==> config.mk <==
export PLATFORM = sky130hd
export DESIGN_NAME = demux8_tdm
export DESIGN_NICKNAME = d
export VERILOG_FILES = /design/src/rtl/demux8_tdm.sv
export SDC_FILE = /design/constraint.sdc
export NUM_CORES = 1
export LEC_CHECK = 0
export ABC_AREA = 1
export ABC_CLOCK_PERIOD_IN_PS = 3800
export CAP_MARGIN = 15
export CORE_MARGIN = 5
export CORE_UTILIZATION = 25
export DETAILED_ROUTE_END_ITERATION = 10
export PLACE_DENSITY_LB_ADDON = 0.3
export SETUP_SLACK_MARGIN = 0.4
export SLEW_MARGIN = 20
export SYNTH_ARGS = -nofsm -noshare
export SYNTH_HDL_FRONTEND = slang
export SYNTH_SLANG_ARGS = --single-unit
==> constraint.sdc <==
create_clock -name clk -period 3.8 [get_ports clk]
set_clock_uncertainty 0.1 [all_clocks]
set_input_delay 0.76 -clock clk [delete_from_list [all_inputs] [get_ports clk]]
set_output_delay 0.76 -clock clk [all_outputs]
set_load 0.05 [all_outputs]
==> src/rtl/demux8_tdm.sv <==
// demux8_tdm: serial 8-slot TDM frame to parallel word.
// Slot 0 arrives first on a sync beat. Slots 1..7 follow on later beats.
// A completed frame is published on d with a one-cycle d_valid pulse.
// A partial frame is dropped with a one-cycle frame_err pulse, either on a
// premature sync or after TIMEOUT consecutive idle cycles.
module demux8_tdm #(
  parameter int TIMEOUT = 16
) (
  input  logic       clk,
  input  logic       rst,
  input  logic       in_valid,
  input  logic       din,
  input  logic       sync,
  output logic [2:0] s,
  output logic [0:7] d,
  output logic       d_valid,
  output logic       frame_err,
  output logic       busy
);

  typedef enum logic {IDLE, COLLECT} state_t;

  // The idle count that, once one more idle cycle passes, reaches TIMEOUT.
  localparam logic [7:0] TO_LAST = 8'(TIMEOUT - 1);

  state_t     state, state_nxt;
  logic [7:0] idle_cnt;
  logic [0:6] slots;   // slot 7 is never stored; it goes straight into d
  logic       start, fill_last, timeout_hit;

  assign busy        = (state == COLLECT);
  assign start       = in_valid & sync;
  assign fill_last   = busy & in_valid & ~sync & (s == 3'd7);
  assign timeout_hit = busy & ~in_valid & (idle_cnt == TO_LAST);

  // State register.
  always_ff @(posedge clk) begin
    if (rst) state <= IDLE;
    else     state <= state_nxt;
  end

  // Next state: a sync beat opens a frame; the last slot or a timeout closes it.
  always_comb begin
    state_nxt = state;
    case (state)
      IDLE:    if (start) state_nxt = COLLECT;
      COLLECT: if (fill_last || timeout_hit) state_nxt = IDLE;
      default: state_nxt = IDLE;
    endcase
  end

  // Datapath: slot capture, word publish, idle counting and status pulses.
  always_ff @(posedge clk) begin
    if (rst) begin
      s         <= 3'd0;
      d         <= 8'b0;
      d_valid   <= 1'b0;
      frame_err <= 1'b0;
      idle_cnt  <= 8'd0;
      slots     <= 7'b0;
    end else begin
      d_valid   <= 1'b0;
      frame_err <= 1'b0;
      case (state)
        IDLE: begin
          if (start) begin
            slots    <= {din, 6'b0};
            s        <= 3'd1;
            idle_cnt <= 8'd0;
          end
        end
        COLLECT: begin
          if (in_valid) begin
            idle_cnt <= 8'd0;
            if (sync) begin
              // A sync beat mid-frame restarts the frame with this beat as slot 0.
              frame_err <= 1'b1;
              slots     <= {din, 6'b0};
              s         <= 3'd1;
            end else if (s == 3'd7) begin
              d       <= {slots, din};
              d_valid <= 1'b1;
              s       <= 3'd0;
            end else begin
              slots[s] <= din;
              s        <= s + 3'd1;
            end
          end else if (timeout_hit) begin
            frame_err <= 1'b1;
            s         <= 3'd0;
            idle_cnt  <= 8'd0;
            slots     <= 7'b0;
          end else begin
            idle_cnt <= idle_cnt + 8'd1;
          end
        end
        default: ;
      endcase
    end
  end

endmodule

# [Word-level counts from Yosys, hierarchy flattened]
# Cells that the tools add are included.
[word_totals] reg_bits=29 input_bits=5 output_inout_bits=14
[classes] mux=26 reduce_logical=7 order_cmp=2 bitwise_logic=10 eq_ne=5 add_sub_neg=2
[op_table] op="$mux 7" count=5
[op_table] op="$mux 8" count=3
[op_table] op="$pmux 8 s2" count=1
[op_table] op="$mux 3" count=5
[op_table] op="$pmux 7 s2" count=1
[op_table] op="$add 8x1->8 const B" count=1
[op_table] op="$eq 8x4->1 const B" count=1
[op_table] op="$bwmux 7" count=1
[op_table] op="$mux 1" count=7
[op_table] op="$and 1x1->1" count=6
[op_table] op="$pmux 3 s2" count=1
[op_table] op="$ge 4x4->1 const B" count=1
[op_table] op="$lt 4x1->1 const B" count=1
[op_table] op="$ne 4x4->1 const B" count=1
[op_table] op="$not 3->4" count=1
[op_table] op="$reduce_and 4->1" count=1
[op_table] op="$reduce_or 4->1" count=1
[op_table] op="$add 3x1->3 const B" count=1
[op_table] op="$demux 1 s3" count=1
[op_table] op="$eq 3x3->1 const B" count=1
[op_table] op="$ne 3x2->1 const B" count=1
[op_table] op="$not 1->1" count=3
[op_table] op="$reduce_and 3->1" count=1
[op_table] op="$ne 2x2->1 const B" count=1
[op_table] op="other kinds (5)" count=5

# [Longest topological paths before layout]
[depth] ltp_word=10 depth_mapped=10 depth_no_buf=9

# [Worst setup path before layout]
# Ideal clock, no wire load.
[synth_timing] kind="register -> register" startpoint="reg s[1]" endpoint="reg slots[1] (netlist bit)" setup_slack_ns=1.852 setup_ns=0.110 t_arrival_ns=1.738 path_stages_with_launch=11 path_cell_list="dfxtp_1 > ha_1 > ha_1 > nand2_1 > nor2_4 > nor2_8 > buf_8 > nand3_1 > nand2_1 > inv_1 > nor2_2"
[synth_between] elab_chain_cells=10 elab_cells_between_ends=14 classes_between="order compare: 2; eq/ne: 2; mux: 7; bitwise: 1; reduce/logical: 2"
[synth_lines] item="start: declaration" line="14" source="output logic [2:0] s,"
[synth_lines] item="start signal: assignment" line="86" source="s <= s + 3'd1;"
[synth_lines] item="$not 3->4 (implied by the code)" line="85" source="slots[s] <= din;"
[synth_lines] item="$ge 4x4->1 (implied by the code) / $lt 4x1->1 (equally long branches)" line="85"
[synth_lines] item="$logic_and 1x1->1 (implied by the code)" line="85"
[synth_lines] item="$mux 1 (implied by the code)" line="85"
[synth_lines] item="$demux 1 s3" line="85"
[synth_lines] item="$bwmux 7" line="85"
[synth_lines] item="$mux 7" line="80" source="end else if (s == 3'd7) begin"
[synth_lines] item="$mux 7" line="75" source="if (sync) begin"
[synth_lines] item="$mux 7" line="73" source="if (in_valid) begin"
[synth_lines] item="$pmux 7 s2" line="64" source="case (state)"
[synth_lines] item="end signal: assignment" line="67" source="slots <= {din, 6'b0};"
[synth_lines] item="end signal: assignment" line="78" source="slots <= {din, 6'b0};"
[synth_lines] item="end signal: indexed assignment" line="85"
[synth_lines] item="end: declaration" line="28" source="logic [0:6] slots;"
# Parallel ways exist; a longest one is shown, timed or not. The select of a mux whose other input is x is not followed.
# A chain may end at the register's enable or synchronous reset.

# [Final worst setup path]
[layout_timing] startpoint="reg s[0]" endpoint="out s[0]"
# No word-level cell between the ends.

==> metrics.txt <==
status=finished clean; layout cells sized above 1=8.66%; vias per std cell=4.28; via count=~1300; R2R cell count=7; YS warnings=0; post-synth top area share=39.5%; first-pass GRT wire length=5610 µm; Cell Chain, Critical Path=clkdlybuf4s50_1; switching part of the total=26.4%; syn_nets=218; Worst Setup Start Kind=register; drt initial violations=43; Max Slew Vio Count=0; Net Switching=around 0.18 mW; Crit path required time=between 2 and 3 ns; I/O Pins=19; TritonCTS Buffers=5; unrepaired setup endpoints after global routing=no; Die Area=7510 µm²; antenna violations before repair=0; largest net degree at the start of global routing=16; vias in the first global route=1185; number of port buffers=18; Max Cap Violations=0; flops & latches, synth=29; wire length per cell=10.3 µm; commonest register cell after synthesis=dfxtp_1; # setup viols final=0; Synth area leaders=dfxtp_1, nand2_1, inv_1, nor2_1, nand3_1; Overflow after GRT=0; Antenna Nets Post-Route=0; Final Routed Wirelength=3160 µm; worst vdd ir=a little over 0.1 mV; Mapped Avg Cell Area=6.99 µm²; minimum clock period after layout=approximately 2.5 ns; critical path endpoint category=primary output; CP max-delay cell=clkdlybuf4s50_1; power share of the combinational group=12.4%; relative slew slack=57.0%; fill count=about 660; delay of the slowest critical-path stage=0.87 ns; Mapped Cells=between 200 and 250; total setup buffers inserted after CTS=0; Distinct cells, synth=30; ant diodes=0; Crit Path Max Fanout=10; dpl hpwl=2350 µm; min-delay src=d[6]; GRT Total Usage=9.45%; Hold EP=d[6]; P&R area growth vs syn=22.5%; Crit Path Category=reg2out; final hold viol count=0; H-tree depth=2; Post-Syn Area=approximately 1500 µm²; total power draw=0.690 mW; cell family with most CP delay=buffers and inverters; P_leak=about 0.76 nW; Core ar.=5820 µm²; Synth area leader=dfxtp_1; post-CTS sizing=0; pwr/cell area=383 nW/µm²; Seq/Total Area, Yosys=39.5%; R2R setup slack=1.95 ns; Pre-Repair DR Iteration Count=4; Fmax=just under 0.4 GHz; root buffer cell=clkbuf_8; number of hold buffers added after CTS=0; worst-skew pair later-pin latency=0.28 ns; CTS tree=built; Die Height=86.7 µm; FF-to-FF End=d[2]; clock power share=41.0%; crit share post-route=around two thirds; starting density of the core=between 20 and 30%; part of the power in registers=46.6%; Internal=0.508 mW; clock transition at the registers of the reported paths=0.06 ns; count leader, synth=nand2_1; EDFF count, synth=0; reg2reg start=s[0]; Final Util=30.9%; DRC viols=0; slew at the pin closest to its max-slew limit=0.642 ns; Final #Nets=238; worst hold path class=reg2reg; clk sinks=29; worst hold stages=2; die extent in x=slightly below 90 µm; asr flop ratio synth=0%; Final GP Congestion=0.784; top cells by count, synth=nand2_1, dfxtp_1, inv_1, nor2_1, nand3_1; setup_tns=0 ns; Clock Tree Buf Depth=2; Core Rows=28; WP buf/inv=1; CP arrival=1.67 ns
## sequential cells by signal, summed over array words and instances (netlist names)
| register | flops |
|---|---|
| busy | 1 |
| d | 8 |
| d_valid | 1 |
| frame_err | 1 |
| idle_cnt | 8 |
| s | 3 |
| slots | 7 |
## cells by family (layout without fill, tap and decap cells)
logic type | count (synthesis) | after routing | synth area share (%)
buf+inv | 36 | 57 | 11.2
flops | 29 | 29 | 39.5
xor+xnor | 1 | 1 | 0.596
compound gates | 23 | 23 | 9.37
fa+ha+maj | 3 | 3 | 2.56
simple gates | 118 | 118 | 36.8
## per-stage QoR
step / setup WS (ns) / instance area (µm²) / instances / hold WS [ns]
floorplan: 1.85 / 1470 / 210 / 0.351
global placement: 1.18 / 1700 / 298 / 0.347
detailed placement: 1.08 / 1700 / 298 / 0.347
CTS: 1.25 / 1800 / 306 / 0.364
global route: 1.14 / 1800 / 306 / 0.389
finish: 1.27 / 1800 / 306 / 0.358
## power groups by stage
stage	Sequential (mW)	Clock, mW	Combinational [mW]
floorplan	0.332	0	0.0629
global placement	0.328	0	0.0850
detailed placement	0.328	0	0.0857
CTS	0.321	0.293	0.0864
global route	0.322	0.309	0.0979
finish	0.322	0.283	0.0853
## area by class of cell
class / instances / area [µm²] / share of cell area (%)
multi-input combinational: 145 / 724 / 40.3
clock inverter: 1 / 5.00 / 0.278
tap: 75 / 93.8 / 5.22
inverter: 31 / 119 / 6.61
sequential: 29 / 581 / 32.3
clock buffer: 7 / 96.3 / 5.35
timing repair buffer: 18 / 180 / 10.0
## how the worst max path moves through the flow
stage              from  endpoint  slack (ns)  depth (start not counted)
2_1_floorplan      s[1]  slots[1]        1.85                         10
3_3_place_gp   in_valid  slots[3]        1.18                          8
3_5_place_dp   in_valid  slots[3]        1.08                          8
4_1_cts            s[0]      s[0]        1.25                          1
5_1_grt        in_valid  slots[3]        1.14                          8
6_report           s[0]      s[0]        1.27                          1
## metal layers
metal / routed length [µm] / track usage [%] / up-vias
li1: - / - / 705
met1: 1560 / 11.6 / 584
met2: 1440 / 15.3 / 14
met3: 97 / 2.66 / 7
met4: 69 / 4.25 / 0
met5: 0 / 0 / -
## cell usage in the layout (no fill, tap or decap), types with 3 or more instances in the layout
master | synthesis | routed
nand2_2 | 3 | 3
nand3_1 | 14 | 14
nand4_1 | 9 | 9
a21oi_1 | 5 | 5
inv_1 | 29 | 29
nor2_1 | 28 | 28
o21ai_0 | 13 | 13
clkbuf_8 | 1 | 7
ha_1 | 3 | 3
dfxtp_1 | 29 | 29
nor3_1 | 6 | 6
nand2_1 | 52 | 52
clkdlybuf4s50_1 | 0 | 18
Note: power is estimated with default switching activity, not from simulation.
